==> config.mk <==
export PLATFORM = sky130hd
export DESIGN_NAME = bcd_digit_entry_flat
export DESIGN_NICKNAME = d
export VERILOG_FILES = /design/src/rtl/bcd_digit_entry_if.sv /design/src/rtl/bcd_digit_entry.sv /design/src/flat_wrapper.sv
export SDC_FILE = /design/constraint.sdc
export NUM_CORES = 1
export LEC_CHECK = 0
export BUFFER_PORTS_ARGS = -buffer_cell sky130_fd_sc_hd__buf_2
export CAP_MARGIN = 25
export CORE_MARGIN = 4
export CORE_UTILIZATION = 56
export CTS_CLUSTER_SIZE = 40
export DETAILED_ROUTE_END_ITERATION = 8
export PLACE_DENSITY = 0.8
export SLEW_MARGIN = 0
export SYNTH_ARGS = -nofsm -noshare
export SYNTH_HDL_FRONTEND = slang
export SYNTH_SLANG_ARGS = --single-unit
==> constraint.sdc <==
create_clock -name clk -period 4.7 [get_ports clk]
set_clock_uncertainty 0.05 [all_clocks]
set_input_delay 0 -clock clk [delete_from_list [all_inputs] [get_ports clk]]
set_output_delay 0 -clock clk [all_outputs]
set_load 0.02 [all_outputs]
==> src/rtl/bcd_digit_entry_if.sv <==
// Keypad-side and downstream-side signals of the BCD digit entry block.
// The master modport is the environment (keys, commands, consumer ready);
// the slave modport is the entry block itself.
interface bcd_digit_entry_if #(
  parameter int NUM_DIGITS = 4
) ();
  localparam int CW = $clog2(NUM_DIGITS + 1);

  logic [9:0]              key_in;
  logic                    enter;
  logic                    clear;
  logic [4*NUM_DIGITS-1:0] digits_out;
  logic [CW-1:0]           digit_count;
  logic                    digit_strobe;
  logic                    out_valid;
  logic                    out_ready;
  logic                    err_multi;
  logic                    err_overflow;

  modport master (
    output key_in, enter, clear, out_ready,
    input  digits_out, digit_count, digit_strobe, out_valid, err_multi, err_overflow
  );

  modport slave (
    input  key_in, enter, clear, out_ready,
    output digits_out, digit_count, digit_strobe, out_valid, err_multi, err_overflow
  );
endinterface

==> src/rtl/bcd_digit_entry.sv <==
// Debounced one-hot keypad to multi-digit BCD entry register.
// Each validated key press shifts one BCD digit into the register; 'enter'
// presents the number downstream with a valid/ready handshake.
// NUM_DIGITS and STABLE_CYCLES must both be at least 1.
module bcd_digit_entry #(
  parameter int NUM_DIGITS    = 4,
  parameter int STABLE_CYCLES = 4
) (
  input logic           clk,
  input logic           rst,
  bcd_digit_entry_if.slave bus
);
  localparam int DW = 4 * NUM_DIGITS;
  localparam int CW = $clog2(NUM_DIGITS + 1);
  localparam int SW = $clog2(STABLE_CYCLES + 1);

  localparam logic [1:0] S_IDLE     = 2'd0;
  localparam logic [1:0] S_DEBOUNCE = 2'd1;
  localparam logic [1:0] S_HELD     = 2'd2;
  localparam logic [1:0] S_PRESENT  = 2'd3;

  logic [1:0]    state_q, state_d;
  logic [9:0]    key_q, key_d;
  logic          armed_q, armed_d;
  logic [SW-1:0] stab_q, stab_d;
  logic [DW-1:0] digits_q, digits_d;
  logic [CW-1:0] count_q, count_d;
  logic          strobe_q, strobe_d;
  logic          valid_q, valid_d;
  logic          err_multi_q, err_multi_d;
  logic          err_ovf_q, err_ovf_d;

  logic [3:0]    enc;
  logic [DW-1:0] shifted;
  logic          key_busy;
  logic          settled;
  logic          is_onehot;

  // Sample register and stability counter. After reset, sampling stays
  // gated off until the keys have been seen released once, so a key held
  // through reset is never accepted.
  always_comb begin
    armed_d = armed_q | (bus.key_in == 10'd0);
    key_d   = armed_q ? bus.key_in : 10'd0;
    stab_d  = stab_q;
    if (key_d == 10'd0) begin
      stab_d = '0;
    end else if (key_d != key_q) begin
      stab_d = SW'(1);
    end else if (stab_q != SW'(STABLE_CYCLES)) begin
      stab_d = stab_q + SW'(1);
    end
  end

  // One-hot to BCD: OR of the indices of set bits (exact when one-hot).
  always_comb begin
    enc = 4'd0;
    for (int k = 0; k < 10; k++) begin
      if (key_q[k]) begin
        enc = enc | 4'(k);
      end
    end
  end

  // Newest digit enters nibble 0; a single-digit register is simply replaced.
  generate
    if (NUM_DIGITS == 1) begin : g_one_digit
      assign shifted = enc;
    end else begin : g_multi_digit
      assign shifted = {digits_q[DW-5:0], enc};
    end
  endgenerate

  assign key_busy  = (key_q != 10'd0);
  assign settled   = key_busy && (stab_q == SW'(STABLE_CYCLES));
  assign is_onehot = $onehot(key_q);

  // Entry FSM: clear > enter > debounce completion; PRESENT ignores keys.
  always_comb begin
    state_d     = state_q;
    digits_d    = digits_q;
    count_d     = count_q;
    strobe_d    = 1'b0;
    err_multi_d = 1'b0;
    err_ovf_d   = 1'b0;

    if (bus.clear) begin
      digits_d = '0;
      count_d  = '0;
      state_d  = key_busy ? S_HELD : S_IDLE;
    end else if (state_q == S_PRESENT) begin
      if (bus.out_ready) begin
        digits_d = '0;
        count_d  = '0;
        state_d  = key_busy ? S_HELD : S_IDLE;
      end
    end else if (bus.enter && (count_q != '0)) begin
      // Any debounce in progress is abandoned.
      state_d = S_PRESENT;
    end else begin
      case (state_q)
        S_IDLE, S_DEBOUNCE: begin
          if (!key_busy) begin
            state_d = S_IDLE;
          end else if (settled) begin
            state_d = S_HELD;
            if (!is_onehot) begin
              err_multi_d = 1'b1;
            end else if (count_q == CW'(NUM_DIGITS)) begin
              err_ovf_d = 1'b1;
            end else begin
              digits_d = shifted;
              count_d  = count_q + CW'(1);
              strobe_d = 1'b1;
            end
          end else begin
            state_d = S_DEBOUNCE;
          end
        end
        S_HELD: begin
          if (!key_busy) begin
            state_d = S_IDLE;
          end
        end
        default: state_d = S_IDLE;
      endcase
    end

    valid_d = (state_d == S_PRESENT);
  end

  // State and registered outputs.
  always_ff @(posedge clk or posedge rst) begin
    if (rst) begin
      state_q     <= S_IDLE;
      key_q       <= '0;
      armed_q     <= 1'b0;
      stab_q      <= '0;
      digits_q    <= '0;
      count_q     <= '0;
      strobe_q    <= 1'b0;
      valid_q     <= 1'b0;
      err_multi_q <= 1'b0;
      err_ovf_q   <= 1'b0;
    end else begin
      state_q     <= state_d;
      key_q       <= key_d;
      armed_q     <= armed_d;
      stab_q      <= stab_d;
      digits_q    <= digits_d;
      count_q     <= count_d;
      strobe_q    <= strobe_d;
      valid_q     <= valid_d;
      err_multi_q <= err_multi_d;
      err_ovf_q   <= err_ovf_d;
    end
  end

  assign bus.digits_out   = digits_q;
  assign bus.digit_count  = count_q;
  assign bus.digit_strobe = strobe_q;
  assign bus.out_valid    = valid_q;
  assign bus.err_multi    = err_multi_q;
  assign bus.err_overflow = err_ovf_q;
endmodule
==> src/flat_wrapper.sv <==
// flat-port wrapper written by rule: the top's interface ports become plain ports
module bcd_digit_entry_flat 
#(
  parameter int NUM_DIGITS    = 4,
  parameter int STABLE_CYCLES = 4
)
  (clk, rst, bus_key_in, bus_enter, bus_clear, bus_out_ready, bus_digits_out, bus_digit_count, bus_digit_strobe, bus_out_valid, bus_err_multi, bus_err_overflow);
  bcd_digit_entry_if #(.NUM_DIGITS(NUM_DIGITS)) bus_i ();
  input logic clk;
  input logic rst;
  input wire logic [$bits(bus_i.key_in)-1:0] bus_key_in;
  input wire logic [$bits(bus_i.enter)-1:0] bus_enter;
  input wire logic [$bits(bus_i.clear)-1:0] bus_clear;
  input wire logic [$bits(bus_i.out_ready)-1:0] bus_out_ready;
  output wire logic [$bits(bus_i.digits_out)-1:0] bus_digits_out;
  output wire logic [$bits(bus_i.digit_count)-1:0] bus_digit_count;
  output wire logic [$bits(bus_i.digit_strobe)-1:0] bus_digit_strobe;
  output wire logic [$bits(bus_i.out_valid)-1:0] bus_out_valid;
  output wire logic [$bits(bus_i.err_multi)-1:0] bus_err_multi;
  output wire logic [$bits(bus_i.err_overflow)-1:0] bus_err_overflow;
  assign bus_i.key_in = bus_key_in;
  assign bus_i.enter = bus_enter;
  assign bus_i.clear = bus_clear;
  assign bus_i.out_ready = bus_out_ready;
  assign bus_digits_out = bus_i.digits_out;
  assign bus_digit_count = bus_i.digit_count;
  assign bus_digit_strobe = bus_i.digit_strobe;
  assign bus_out_valid = bus_i.out_valid;
  assign bus_err_multi = bus_i.err_multi;
  assign bus_err_overflow = bus_i.err_overflow;
  bcd_digit_entry #(.NUM_DIGITS(NUM_DIGITS), .STABLE_CYCLES(STABLE_CYCLES)) u_core (.clk(clk), .rst(rst), .bus(bus_i));
endmodule
## Word level (Yosys, flattened, before mapping)

Cells that the tools add are included.

- ROM bits: 0
- Input bits: 15
- Bits in latches: 0
- RAM bits: 0
- Memories: 0
- Output and inout port bits: 23
- Logic and storage cells: 111
- Flip-flop bits (word level): 39

- Multiply operators: 0
- Add/subtract/negate cells: 11
- $lt $le $gt $ge: 0
- Divide/modulo/power cells: 0
- Equality and inequality tests: 12
- Muxes and demuxes: 63
- Reductions and logical operators: 14
- Shifts and indexed selects: 0
- Bitwise logic cells: 1

Operator list:

| operator | number |
|---|---|
| $mux 16 | 9 |
| $mux 3 | 16 |
| $mux 1 | 24 |
| $logic_not 10->1 | 2 |
| $mux 2 | 10 |
| $reduce_bool 3->1 | 6 |
| $add 4x4->4 | 4 |
| $add 1x1->2 | 5 |
| $mux 10 | 1 |
| $ne 10x10->1 | 1 |
| $reduce_bool 10->1 | 1 |
| $mux 4 | 2 |
| $reduce_and 7->1 | 1 |
| $add 3x1->3 const B | 2 |
| $eq 2x2->1 const B | 3 |
| $eq 3x3->1 const B | 2 |
| $ne 3x2->1 const B | 2 |
| $ne 3x3->1 const B | 2 |
| $eq 4x1->1 const B | 1 |
| $pmux 2 s2 | 1 |
| $eq 2x1->1 const B | 1 |
| $logic_and 1x1->1 | 2 |
| $logic_not 2->1 | 1 |
| $reduce_or 2->1 | 1 |
| $or 1x1->1 | 1 |

## Longest topological paths before layout

Gate-level depths: netlist of run 1.

- Depth in word-level cells: 17
- Gate-level depth with buffers: 15
- Gate-level depth less buffers: 14

## Worst setup path after synthesis of run 1

OpenSTA, ideal clock, no wires.

- Path type: register to register
- Start: register u_core.key_q[1]
- End: register u_core.digits_q[10], in the netlist u_core.bus.digits_out[10]
- Cell stages (with the launch flop): 15
- Setup slack: 0.828 ns
- Arrival: 3.701 ns
- Library setup time: 0.121 ns
- Required time: 4.529 ns
- Period minus slack after synthesis: 3.872 ns
- Buffers on the path: 1
- Cells stage by stage: dfrtp_1 -> inv_1 -> ha_1 -> inv_1 -> fa_1 -> fa_1 -> inv_1 -> fa_1 -> inv_1 -> fa_1 -> a211o_1 -> a211oi_4 -> a41oi_2 -> buf_2 -> a22o_1

- Cells in the longest elaborated chain, start to end: 7
- Elaborated cells between the ends (all ways): 11
- Classes of those cells: add/sub: 4; eq/ne: 1; reduce/logical: 6

RTL lines:

| element | line | text |
|---|---|---|
| from (decl) | bcd_digit_entry.sv:23 | `logic [9:0] key_q, key_d;` |
| from (signal assigned) | bcd_digit_entry.sv:147 | `key_q <= key_d;` |
| $add 1x1->2 (not written as such) | bcd_digit_entry.sv:76 | `assign is_onehot = $onehot(key_q);` |
| $add 4x4->4 (not written as such) (3 in a row) | bcd_digit_entry.sv:76 |  |
| $eq 4x1->1 | bcd_digit_entry.sv:76 |  |
| $reduce_bool 3->1 (no source line) | n/a |  |
| $reduce_and 7->1 (no source line) (*) | n/a |  |
| to (signal assigned) | bcd_digit_entry.sv:150 | `digits_q <= digits_d;` |
| to (decl) | bcd_digit_entry.sv:26 | `logic [DW-1:0] digits_q, digits_d;` |

Every way passes the cells marked *; elsewhere a longest branch is shown, timed or not.
A chain may end at the register's enable or synchronous reset.

## Final worst setup path of run 1

- Start: register u_core.key_q[1]
- End: register u_core.count_q[0], in the netlist u_core.bus.digit_count[0]

- Cells in the longest elaborated chain, start to end: 7
- Elaborated cells between the ends (all ways): 11
- Classes of those cells: add/sub: 4; eq/ne: 1; reduce/logical: 6

RTL lines:

| element | line | text |
|---|---|---|
| $add 1x1->2 (not written as such) | bcd_digit_entry.sv:76 |  |
| $add 4x4->4 (not written as such) (3 in a row) | bcd_digit_entry.sv:76 |  |
| $eq 4x1->1 | bcd_digit_entry.sv:76 |  |
| $reduce_bool 3->1 (no source line) | n/a |  |
| $reduce_and 7->1 (no source line) (*) | n/a |  |
| to (signal assigned) | bcd_digit_entry.sv:151 | `count_q <= count_d;` |
| to (decl) | bcd_digit_entry.sv:27 | `logic [CW-1:0] count_q, count_d;` |

Marks and branches as above.

==> flow_metrics.tcl, run 1 <==
set metrics [dict create \
    routed_wl_um 4460 \
    worstMarginPinSlew_ns 0.824 \
    grt_pass1_wl_um 7760 \
    die_h_um 70.9 \
    power_density_mw_per_mm2 249 \
    routabilityCongestion 0.867 \
    reg2reg_depth 13 \
    layout-drive-gt1-share 0.201 \
    yosysUniqueCellTypes 42 \
    die_area_sq_mm 0.00502 \
    start_kind "flop" \
    rrSetupSlack_ns 0.46 \
    seqCellArea_sq_um 976 \
    hold_viol 0 \
    setup_tns_ns 0 \
    yosysWarnings 0 \
    ctsHtreeMaxLevel 2 \
    diodes 0 \
    postRouteAntennaNets 0 \
    start_util 0.592 \
    die_w_um 70.9 \
    slew_headroom 0.450 \
    setup_slack_ns 0.458 \
    num_io_pins 38 \
    maxSlewViolCount 0 \
    r2r_end "u_core.bus.digit_count[0]" \
    root_buffer "clkbuf_8" \
    async_reset_ff_frac 1.00 \
    nFillCells 287 \
    maxCapViolCount 0 \
    synth-edff-count 0 \
    crit_type "flop to flop" \
    holdPathEnd "u_core.bus.digit_count[2]" \
    ys_ff_latch 39 \
    synth_cells 208 \
    ys_seq_area_frac 0.441 \
    cts.sinks 39 \
    cts_setup_buffers 0 \
    netlist_area_sq_mm 0.00221 \
    required_ns 4.83 \
    critPathMaxFanout 18 \
    vias 1689 \
    worst_ir_drop_vdd_mv 0.187 \
    io_buffers 37 \
    period_share 0.903 \
    min_path_type "input port to flop" \
    max_clock_freq_mhz 236 \
    r2r_start "u_core.key_q[1]" \
    layout_common_cells "dfrtp_1, buf_2, inv_1" \
    syn_to_final_growth_pct 20.8 \
    multi_input_area_sq_mm 0.00111 \
    firstDrtPassIters 5 \
    cts_hold_buf 14 \
    num_rows 22 \
    cts_tree "done" \
    clk_latency_ns 0.30 \
    layout.nets 301 \
    outcome "finished, final reports clean" \
    dp_slack_ns 0.465 \
    syn_area_per_cell_sq_um 10.6 \
    path_clk_slew_ns 0.08 \
    hold_depth 3 \
    synthFlopType "dfrtp_1" \
    worstSetupEndpointType "flop" \
    overflow 0 \
    ctsResizeCount 0 \
    grt_pass1_vias 1695 \
    syn_nets 246 \
    track_usage 0.192 \
    grt_max_degree 40 \
    vias_per_cell 5.41 \
    holdCritStartpoint "bus_out_ready" \
    cts_max_path_buffers 2 \
    cp.arrival_ns 4.37 \
    leakagePower_nw 1.35 \
    grt_antenna_before_repair 0 \
    drt_first_iter_violations 120 \
    dp_hpwl_um 3130 \
    drc 0 \
    cts_made_buffers 5 \
    period_needed_ns 4.24 \
    wl_per_cell_um 14.3 \
    finalSetupViolCount 0 \
    rsz0062_at_grt "false" \
    layout_commonest_cell "dfrtp_1" \
    core_sq_mm 0.00374 \
]
logic make-up after synthesis:
family,Yosys count,share of synthesized area
AOI/OAI and AO/OA,48,0.170
xor gates and xnor gates,6,0.0237
adders and majority gates,23,0.150
buffers and inverters,33,0.0582
DFF,39,0.441
muxes,2,0.00960
and+or+nand+nor,57,0.147
report_power, final:
group / internal, W / leakage, nW / switching, W / total, W
clock: 0.000103 / 0.0402 / 0.000124 / 0.000227
sequential: 0.000341 / 0.543 / 0.00000738 / 0.000348
combinational: 0.0000383 / 0.762 / 0.0000517 / 0.0000900
total: 0.000482 / 1.35 / 0.000183 / 0.000665
worst max path at each step:
| stage | slack (ns) | to | startpoint | depth (start not counted) |
|---|---|---|---|---|
| 2_1_floorplan | 0.83 | u_core.bus.digits_out[10] | u_core.key_q[1] | 14 |
| 6_report | 0.46 | u_core.bus.digit_count[0] | u_core.key_q[1] | 13 |
| 4_1_cts | 0.44 | u_core.bus.digit_count[0] | u_core.key_q[1] | 13 |
| 3_3_place_gp | 0.57 | u_core.bus.digit_count[0] | u_core.key_q[1] | 13 |
| 3_5_place_dp | 0.47 | u_core.bus.digit_count[0] | u_core.key_q[1] | 13 |
| 5_1_grt | 0.18 | u_core.bus.digit_count[0] | u_core.key_q[1] | 13 |
cell type report:
class | instances | area share
multi-input cells | 136 | 0.415
flip-flops and latches | 39 | 0.365
repair buffers | 52 | 0.124
inverters | 29 | 0.0407
clock buffers | 5 | 0.0257
well taps | 48 | 0.0224
clock inverters | 3 | 0.00748
flip-flops by register name (all words and copies together), names as in the netlist:
signal                   cells
u_core.armed_q               1
u_core.bus.digit_count       3
u_core.bus.digit_strobe      1
u_core.bus.digits_out       16
u_core.bus.err_multi         1
u_core.bus.err_overflow      1
u_core.bus.out_valid         1
u_core.key_q                10
u_core.stab_q                3
u_core.state_q               2
synthesized netlist by cell type (all sizes together), types with 2 or more instances:
master | instances | area (sq um)
ha | 17 | 213
nor4 | 4 | 25.0
buf | 2 | 12.5
fa | 6 | 120
a21oi | 4 | 23.8
inv | 29 | 109
a31oi | 4 | 25.0
nand4b | 2 | 17.5
nor2 | 8 | 37.5
a31o | 2 | 17.5
a22o | 16 | 140
nand2 | 9 | 33.8
nor4bb | 2 | 20.0
o21ai | 8 | 40.0
nor3 | 2 | 10.0
nand2b | 3 | 18.8
and2 | 11 | 68.8
xnor2 | 4 | 35.0
nand3 | 8 | 40.0
o22ai | 3 | 18.8
o31ai | 2 | 15.0
clkbuf | 2 | 7.51
xor2 | 2 | 17.5
dfrtp | 39 | 976
nand3b | 3 | 22.5
a21o | 2 | 15.0
and3 | 2 | 12.5
worst max-delay path: stages (launching register included):
cell	delay, ns
dfrtp_1	0.41
inv_1	0.08
ha_1	0.27
inv_1	0.05
fa_1	0.56
fa_1	0.42
inv_1	0.08
fa_1	0.20
inv_1	0.06
fa_1	0.37
a211o_1	0.31
a211oi_4	0.35
a41oi_2	0.47
mux2_2	0.44
per-layer routing:
metal / vias to the layer above / part of all wire / global-route usage
li1: 842 / - / -
met3: 10 / 0.051 / 0.0497
met4: 0 / 0.014 / 0.0501
met1: 797 / 0.46 / 0.246
met5: - / 0 / 0
met2: 40 / 0.48 / 0.324
through the flow:
stage          utilization  std cells  cell area, sq um  total power (W)  hold slack (ns)
4_1_cts              0.715        312              2680         0.000670           0.0216
6_report             0.715        312              2680         0.000665           0.0237
5_1_grt              0.715        312              2680         0.000697           0.0465
3_3_place_gp         0.654        290              2450         0.000433           0.0821
2_1_floorplan            -        208              2210         0.000410           0.0281
3_5_place_dp         0.654        290              2450         0.000436           0.0937
Note: power is estimated with default switching activity, not from simulation.
==> inputs of run 2 (changes only) <==
Settings changed: RECOVER_POWER from default to 50.
==> run 2 against run 1 <==
The flow now finishes with violations (max-capacitance violations, max-slew violations). Fmax hardly changed. First-iteration DRC count is 1.7% higher. Power hardly changed. Combinational power is 0.4% lower. Worst hold slack hardly changed. Cell count stayed put. Largest power group unchanged. Highest routed layer unchanged.
==> flow_metrics.tcl, run 2 (same netlist as run 1, synthesis figures left out) <==
set metrics [dict create \
    outcome "finished, violations left" \
    violations "max-capacitance violations, max-slew violations" \
    maxCapViolCount 1 \
    slowest_stage "fa_1" \
    diodes 0 \
    syn_to_final_growth_pct 20.1 \
    layout.nets 301 \
    drt_first_iter_violations 122 \
    ctsResizeCount 0 \
    grt_pass1_vias 1695 \
    cts_setup_buffers 0 \
    dp_hpwl_um 3130 \
    critPathMaxFanout 18 \
    grt_antenna_before_repair 0 \
    cts_made_buffers 5 \
    slew_headroom -0.360 \
    worstMarginPinSlew_ns 2.04 \
    num_io_pins 38 \
    vias_per_cell 5.42 \
    track_usage 0.192 \
    cts_tree "done" \
    start_util 0.592 \
    max_clock_freq_mhz 236 \
    crit_type "flop to flop" \
    placed_area_sq_mm 0.00245 \
    period_needed_ns 4.25 \
    cp-endpoint "u_core.bus.digit_count[0]" \
    layout-drive-gt1-share 0.155 \
    grt_max_degree 40 \
    worst_ir_drop_vdd_mv 0.185 \
    reg2reg_depth 13 \
    io_buffers 37 \
    nFillCells 294 \
    clk_latency_ns 0.30 \
    rsz0062_at_grt "false" \
    setup_tns_ns 0 \
    core_sq_mm 0.00374 \
    path_clk_slew_ns 0.08 \
    die_w_um 70.9 \
    maxSlewViolCount 40 \
    cp.arrival_ns 4.38 \
    worstSetupEndpointType "flop" \
    final_util 0.710 \
    start_kind "flop" \
    postRouteAntennaNets 0 \
    finalSetupViolCount 0 \
    rrSetupSlack_ns 0.45 \
    layout_common_cells "dfrtp_1, inv_1, buf_2" \
    num_rows 22 \
    r2r_end "u_core.bus.digit_count[0]" \
    firstDrtPassIters 5 \
    crit_path_start "u_core.key_q[1]" \
    wl_per_cell_um 14.3 \
    leakagePower_nw 1.29 \
    r2r_start "u_core.key_q[1]" \
    period_share 0.903 \
    min_path_type "input port to flop" \
    die_h_um 70.9 \
    power_density_mw_per_mm2 250 \
    layout_commonest_cell "dfrtp_1" \
    overflow 0 \
    largest_register_ff_count 16 \
    routed_wl_um 4480 \
    required_ns 4.83 \
    fin_area_sq_mm 0.00266 \
    hold_depth 3 \
    cts.sinks 39 \
    ctsHtreeMaxLevel 2 \
    path_cells "inv_1 -> ha_1 -> inv_1 -> fa_1 -> fa_1 -> inv_1 -> fa_1 -> inv_1 -> fa_1 -> a211o_1 -> a211oi_4 -> a41oi_2 -> mux2_2" \
    grt_pass1_wl_um 7760 \
    hold_viol 0 \
    routabilityCongestion 0.867 \
    die_area_sq_mm 0.00502 \
    critPathMaxStageDelay_ns 0.56 \
    root_buffer "clkbuf_8" \
    vias 1690 \
    cts_max_path_buffers 2 \
    drc 0 \
]
run 2: final cells by class:
class,instances,area (sq um),area share
well taps,48,60.1,0.0226
repair buffers,52,315,0.119
flip-flops and latches,39,976,0.367
clock buffers,5,68.8,0.0259
inverters,29,109,0.0409
multi-input cells,136,1110,0.417
clock inverters,3,20.0,0.00753
run 2: worst min-delay path by stage:
stage,startpoint,end,slack [ns]
after floorplan,bus_clear,u_core.bus.out_valid,0.03
after global placement,rst,u_core.armed_q,0.08
after detailed placement,rst,u_core.armed_q,0.09
after CTS,bus_out_ready,u_core.bus.digit_count[2],0.02
after global routing,bus_out_ready,u_core.bus.digit_count[2],0.05
final,bus_out_ready,u_core.bus.digit_count[2],0.02
run 2: critical path: cells and delay by family, from the launching register on:
kind	cells	cell delay (ns)
DFF	1	0.41
muxes	1	0.44
adders and majority gates	5	1.82
AOI/OAI and AO/OA	3	1.13
buffers and inverters	4	0.27
run 2: per-layer routing:
layer | up-vias | wire, um | track usage
li1 | 840 | - | -
met1 | 800 | 2060 | 0.246
met2 | 40 | 2120 | 0.324
met3 | 10 | 233 | 0.0497
met4 | 0 | 63 | 0.0501
met5 | - | 0 | 0
run 2: what timing repair did:
action	4_1_cts	5_1_grt
setup endpoints to repair	0	0
hold endpoints to repair	51	0
hold buffers	14	0
run 2: stage by stage:
step | hold WS (ns) | worst slack (ns) | cells | total power, W
floorplan | 0.0281 | 0.828 | 208 | 0.000410
global placement | 0.0821 | 0.572 | 290 | 0.000433
detailed placement | 0.0937 | 0.465 | 290 | 0.000436
CTS | 0.0216 | 0.437 | 312 | 0.000670
global route | 0.0465 | 0.180 | 312 | 0.000697
finish | 0.0236 | 0.454 | 312 | 0.000665
run 2: power by group:
| part | total (W) | switching (W) | internal [W] |
|---|---|---|---|
| combinational | 0.0000896 | 0.0000518 | 0.0000378 |
| sequential | 0.000348 | 0.00000737 | 0.000341 |
| clock | 0.000227 | 0.000124 | 0.000103 |
| total | 0.000665 | 0.000183 | 0.000482 |
